## src/rtl/shared_bus_initiator.sv

```systemverilog
// Three-requester round-robin initiator for a simple shared bus.
// It grants one requester, drives a registered read/write strobe, and returns a one-cycle ack.
module shared_bus_initiator #(
  parameter int unsigned TIMEOUT = 15
) (
  input  logic        clk,
  input  logic        rst_n,
  input  logic [2:0]  req,
  input  logic [2:0]  req_we,
  input  logic [23:0] req_addr,
  input  logic [23:0] req_wdata,
  output logic [2:0]  ack,
  output logic [7:0]  resp_data,
  output logic        resp_err,
  output logic [7:0]  address,
  output logic        read,
  output logic        write,
  output logic [7:0]  wdata,
  input  logic [7:0]  rdata,
  input  logic        ready
);

  typedef enum logic [1:0] {
    IDLE  = 2'd0,
    ISSUE = 2'd1,
    RESP  = 2'd2
  } state_t;

  localparam logic [3:0] LAST_WAIT = 4'(TIMEOUT - 1);

  state_t      state, state_n;
  logic [1:0]  ptr, ptr_n;
  logic [1:0]  gnt, gnt_n;
  logic        lat_we, lat_we_n;
  logic [7:0]  lat_addr, lat_addr_n;
  logic [7:0]  lat_wdata, lat_wdata_n;
  logic [3:0]  wait_cnt, wait_cnt_n;

  logic [2:0]  ack_n;
  logic [7:0]  resp_data_n;
  logic        resp_err_n;
  logic [7:0]  address_n;
  logic        read_n;
  logic        write_n;
  logic [7:0]  wdata_n;

  logic [1:0]  pick;
  logic [7:0]  pick_addr;
  logic [7:0]  pick_wdata;
  logic        pick_we;
  logic        pick_mapped;
  logic        timed_out;

  // Search order is ptr+1, ptr+2, ptr (mod 3).
  function automatic logic [1:0] rr_pick(input logic [2:0] r, input logic [1:0] p);
    case (p)
      2'd0:    rr_pick = r[1] ? 2'd1 : (r[2] ? 2'd2 : 2'd0);
      2'd1:    rr_pick = r[2] ? 2'd2 : (r[0] ? 2'd0 : 2'd1);
      default: rr_pick = r[0] ? 2'd0 : (r[1] ? 2'd1 : 2'd2);
    endcase
  endfunction

  function automatic logic [7:0] lane(input logic [23:0] v, input logic [1:0] i);
    case (i)
      2'd1:    lane = v[15:8];
      2'd2:    lane = v[23:16];
      default: lane = v[7:0];
    endcase
  endfunction

  function automatic logic [2:0] one_hot(input logic [1:0] i);
    case (i)
      2'd1:    one_hot = 3'b010;
      2'd2:    one_hot = 3'b100;
      default: one_hot = 3'b001;
    endcase
  endfunction

  assign pick        = rr_pick(req, ptr);
  assign pick_addr   = lane(req_addr, pick);
  assign pick_wdata  = lane(req_wdata, pick);
  assign pick_we     = (pick == 2'd1) ? req_we[1] : ((pick == 2'd2) ? req_we[2] : req_we[0]);
  // Only the bottom four 16-byte windows (0x00..0x3F) have targets behind them.
  assign pick_mapped = (pick_addr[7:6] == 2'b00);
  assign timed_out   = (wait_cnt == LAST_WAIT);

  // State register: FSM state, grant context and the registered outputs.
  // NOTE: sequential state uses non-blocking assignments so every register samples pre-edge values.
  always_ff @(posedge clk or negedge rst_n) begin
    if (!rst_n) begin
      state     <= IDLE;
      ptr       <= 2'd2;
      gnt       <= 2'd0;
      lat_we    <= 1'b0;
      lat_addr  <= 8'h00;
      lat_wdata <= 8'h00;
      wait_cnt  <= 4'd0;
      ack       <= 3'b000;
      resp_data <= 8'h00;
      resp_err  <= 1'b0;
      address   <= 8'h00;
      read      <= 1'b0;
      write     <= 1'b0;
      wdata     <= 8'h00;
    end else begin
      state     <= state_n;
      ptr       <= ptr_n;
      gnt       <= gnt_n;
      lat_we    <= lat_we_n;
      lat_addr  <= lat_addr_n;
      lat_wdata <= lat_wdata_n;
      wait_cnt  <= wait_cnt_n;
      ack       <= ack_n;
      resp_data <= resp_data_n;
      resp_err  <= resp_err_n;
      address   <= address_n;
      read      <= read_n;
      write     <= write_n;
      wdata     <= wdata_n;
    end
  end

  // Next-state and grant-context logic.
  // NOTE: every variable gets a default at the top of the block so no path infers a latch.
  always_comb begin
    state_n     = state;
    ptr_n       = ptr;
    gnt_n       = gnt;
    lat_we_n    = lat_we;
    lat_addr_n  = lat_addr;
    lat_wdata_n = lat_wdata;
    wait_cnt_n  = wait_cnt;
    case (state)
      IDLE: begin
        if (|req) begin
          state_n     = pick_mapped ? ISSUE : RESP;
          ptr_n       = pick;
          gnt_n       = pick;
          lat_we_n    = pick_we;
          lat_addr_n  = pick_addr;
          lat_wdata_n = pick_wdata;
          wait_cnt_n  = 4'd0;
        end
      end
      ISSUE: begin
        // ready wins over a timeout that lands on the same edge.
        if (ready || timed_out) begin
          state_n = RESP;
        end
        if (!ready) begin
          wait_cnt_n = wait_cnt + 4'd1;
        end
      end
      RESP:    state_n = IDLE;
      default: state_n = IDLE;
    endcase
  end

  // Output logic: values the output registers take at the next edge.
  always_comb begin
    ack_n       = 3'b000;
    resp_data_n = 8'h00;
    resp_err_n  = 1'b0;
    address_n   = 8'h00;
    read_n      = 1'b0;
    write_n     = 1'b0;
    wdata_n     = 8'h00;
    case (state)
      IDLE: begin
        if (|req) begin
          if (pick_mapped) begin
            address_n = pick_addr;
            read_n    = !pick_we;
            write_n   = pick_we;
            wdata_n   = pick_we ? pick_wdata : 8'h00;
          end else begin
            ack_n      = one_hot(pick);
            resp_err_n = 1'b1;
          end
        end
      end
      ISSUE: begin
        if (ready) begin
          ack_n       = one_hot(gnt);
          resp_data_n = lat_we ? 8'h00 : rdata;
        end else if (timed_out) begin
          ack_n      = one_hot(gnt);
          resp_err_n = 1'b1;
        end else begin
          address_n = lat_addr;
          read_n    = !lat_we;
          write_n   = lat_we;
          wdata_n   = lat_we ? lat_wdata : 8'h00;
        end
      end
      default: begin
      end
    endcase
  end

endmodule

```

## config.mk

```make
export PLATFORM = sky130hd
export DESIGN_NAME = shared_bus_initiator
export DESIGN_NICKNAME = d
export VERILOG_FILES = /design/src/rtl/shared_bus_initiator.sv
export SDC_FILE = /design/constraint.sdc
export NUM_CORES = 1
export LEC_CHECK = 0
export ABC_AREA = 0
export BUFFER_PORTS_ARGS = -buffer_cell sky130_fd_sc_hd__buf_2
export CORE_MARGIN = 5
export CORE_UTILIZATION = 45
export CTS_BUF_LIST = sky130_fd_sc_hd__clkbuf_16
export CTS_CLUSTER_DIAMETER = 60
export CTS_CLUSTER_SIZE = 14
export DETAILED_ROUTE_END_ITERATION = 16
export GPL_TIMING_DRIVEN = 0
export PLACE_DENSITY = 0.83
export SYNTH_ARGS = -nofsm -noshare
export SYNTH_HDL_FRONTEND = slang
export SYNTH_SLANG_ARGS = --single-unit
```

## constraint.sdc

```tcl
create_clock -name clk -period 2.05 [get_ports clk]
set_clock_uncertainty 0.05 [all_clocks]
set_input_delay 0.3075 -clock clk [delete_from_list [all_inputs] [get_ports clk]]
set_output_delay 0.3075 -clock clk [all_outputs]
set_load 0.1 [all_outputs]
```

==> impl_metrics.env <==
export IMPL_critPathMaxFanout=5
export IMPL_yosys_area_top_type="dfrtp_1"
export IMPL_yosys_warnings=0
export IMPL_place_area_mm2=0.00354
export IMPL_initial_core_util_pct=46.7
export IMPL_vias=2301
export IMPL_drt_total_wl_mm=7.58
export IMPL_hold_class="in -> async"
export IMPL_tightest_slew_ns=0.814
export IMPL_synth_most_common_cell="dfrtp_1"
export IMPL_grt_pass1_vias=2306
export IMPL_ctsHoldBuffers=0
export IMPL_clock_path_buffers=2
export IMPL_crit_start="ptr[1]"
export IMPL_rows=28
export IMPL_r2r_start="ptr[1]"
export IMPL_async_flop_share_pct=100
export IMPL_h_tree_depth=2
export IMPL_nets=406
export IMPL_multiInputGateArea_mm2=0.00152
export IMPL_dpl_hpwl_mm=5.16
export IMPL_drive_above_1_share_pct=49.3
export IMPL_clock_sinks=56
export IMPL_final_period_utilization_pct=115
export IMPL_clk_pin_slew_worst_paths_ns=0.07
export IMPL_core_region_area_mm2=0.00599
export IMPL_max_freq_ghz=0.423
export IMPL_syn_area_mm2=0.00280
export IMPL_syn2layout_area_growth_pct=40.9
export IMPL_slew_headroom_pct=45.5
export IMPL_drcViolationCount=0
export IMPL_tritoncts="built"
export IMPL_synth_ff_type="dfrtp_1"
export IMPL_hold_viol=0
export IMPL_port_buffers=94
export IMPL_design_area_mm2=0.00394
export IMPL_violations="negative setup slack"
export IMPL_grt_setup_unrepaired="true"
export IMPL_cts_buffers=5
export IMPL_yosysSeqAreaShare_pct=50.2
export IMPL_gp_congestion=0.779
export IMPL_worstSetupEndpointType="register"
export IMPL_maxCapViolCount=0
export IMPL_ys_seq_elements=56
export IMPL_pin_count=95
export IMPL_die_x_um=88.8
export IMPL_grt_ovfl_total=0
export IMPL_timing_final_ws_setup_ns=-0.312
export IMPL_critPathKind="reg -> reg"
export IMPL_synth_area_per_cell_um2=12.2
export IMPL_startpoint_type="register"
export IMPL_ir_drop_mv=1.09
export IMPL_total_power_w=0.00684
export IMPL_root_buffer="clkbuf_16"
export IMPL_grt_pass1_wl_mm=11.2
export IMPL_ant_nets=0
export IMPL_required_ns=2.22
export IMPL_diodes=0
export IMPL_die_h_um=88.8
export IMPL_leakage_nw=1.91
export IMPL_vias_per_cell=5.61
export IMPL_grt_max_degree=57
export IMPL_wl_per_cell_um=18.5
export IMPL_synthTopCellsByCount="dfrtp_1 (55), inv_1 (19), a21o_1 (15), a221oi_1 (14), a32o_1 (11)"
export IMPL_synth_edf_count=0
export IMPL_drt_pass1_iter_count=4
export IMPL_regArea_mm2=0.00140
export IMPL_outcome="finished with violations"
export IMPL_yosysTopAreaCellShare_pct=49.2
export IMPL_nFillCells=457
export IMPL_synthCells=229
export IMPL_power_density_mw_per_mm2=1740
export IMPL_drt_iter0_markers=129
export IMPL_cp_arrival_ns=2.53
export IMPL_clk_latency_ns=0.29
export IMPL_antenna_found_initial=0
export IMPL_synth_fp_nets=300
export IMPL_finalCriticalPeriod_ns=2.36
export IMPL_setup_viol=37
export IMPL_track_usage_pct=18.6
export IMPL_ys_types=45
export IMPL_synth_area_leaders="dfrtp_1 (49%), a2111oi_4 (4.9%), a2111oi_2 (4.8%), a221oi_1 (4.4%), a21o_1 (4.0%)"
export IMPL_drv_slew=0
export IMPL_dieArea_mm2=0.00789
==> worst max-delay path, cell delays in order (launching register included) <==
cell,delay (ns)
dfstp_2,0.59
nand2b_1,0.07
a21o_1,0.22
and2_1,0.18
ha_4,0.22
a221oi_4,0.33
o22a_2,0.29
buf_6,0.14
a32o_1,0.20
==> through the flow <==
stage,util (%),cells,hold slack [ns],setup WS (ns),setup TNS (ns)
2_1_floorplan,-,229,-0.0381,-0.0692,-0.780
3_3_place_gp,59.1,398,0.409,-0.277,-5.78
3_5_place_dp,59.1,398,0.416,-0.353,-8.04
4_1_cts,63.3,409,0.166,-0.276,-6.86
5_1_grt,65.7,410,0.0845,-0.391,-10.23
6_report,65.7,410,0.0147,-0.312,-6.83
==> final cells by class <==
| class | count | share of cell area [%] |
|---|---|---|
| Tap cell | 75 | 2.38 |
| Clock inverter | 2 | 0.318 |
| Clock buffer | 5 | 3.18 |
| Timing Repair Buffer | 101 | 13.8 |
| Buffer | 16 | 4.29 |
| Inverter | 19 | 1.81 |
| Sequential cell | 56 | 35.6 |
| Multi-Input combinational cell | 136 | 38.7 |
==> cell usage in the layout, fill, tap and decap left out, types with 6 or more instances in the layout <==
cell type	instances
a2111oi_4	10
a21o_1	15
a221oi_4	10
a22o_1	6
a32o_1	11
and2_1	10
buf_2	95
buf_4	7
buf_6	6
dfrtp_1	55
inv_1	18
o21ai_0	6
==> path summary, 6_finish.rpt <==
path | depth (start not counted) | slack, ns | endpoint
worst max-delay path | 8 | -0.31 | wdata[2]
worst min-delay path | 1 | 0.01 | lat_addr[4]
worst max register to register | 8 | -0.31 | wdata[2]
worst min register to register | 1 | 0.43 | lat_wdata[5]
max in group asynchronous | 1 | 1.47 | state[1]
min in group clk | 2 | 0.17 | resp_data[4]
==> cells by family (layout without fill, tap and decap cells) <==
kind of cell	count (synthesis)	count (layout)	share of synthesized area (%)
flip-flops	56	56	50.2
AO/OA/AOI/OAI	89	89	31.1
multiplexers	3	3	1.12
adder cells (fa/ha/maj)	6	6	2.68
AND/OR/NAND/NOR	38	38	8.64
buffers and inverters	37	143	6.31
==> routing by layer <==
metal,track usage [%],vias to the layer above,share of wire (%),wire [um]
met5,0,-,0,0
met4,4.53,0,1.2,90
met3,4.38,8,7.9,600
met2,31.5,83,50,3780
met1,24.1,1128,41,3110
li1,-,1082,-,-
==> power by group <==
part           total, W  switching, W  internal [W]
logic           0.00433       0.00275       0.00157
registers       0.00170      0.000213       0.00148
clock network  0.000820      0.000376      0.000444
==> sequential cells by signal, indices dropped and copies added (netlist names) <==
| register | cells |
|---|---|
| address | 8 |
| lat_addr | 8 |
| lat_wdata | 8 |
| resp_data | 8 |
| wdata | 8 |
| wait_cnt | 4 |
| ack | 3 |
| ptr | 2 |
| state | 2 |
| gnt | 1 |
| lat_we | 1 |
| read | 1 |
| resp_err | 1 |
| write | 1 |
==> what timing repair did <==
action,in CTS,in global routing
pin swaps,9,9
gates resized for setup,14,20
cloned,1,0
setup buffers,3,3
endpoints found under the setup margin,37,39
Note: power is estimated with default switching activity, not from simulation.
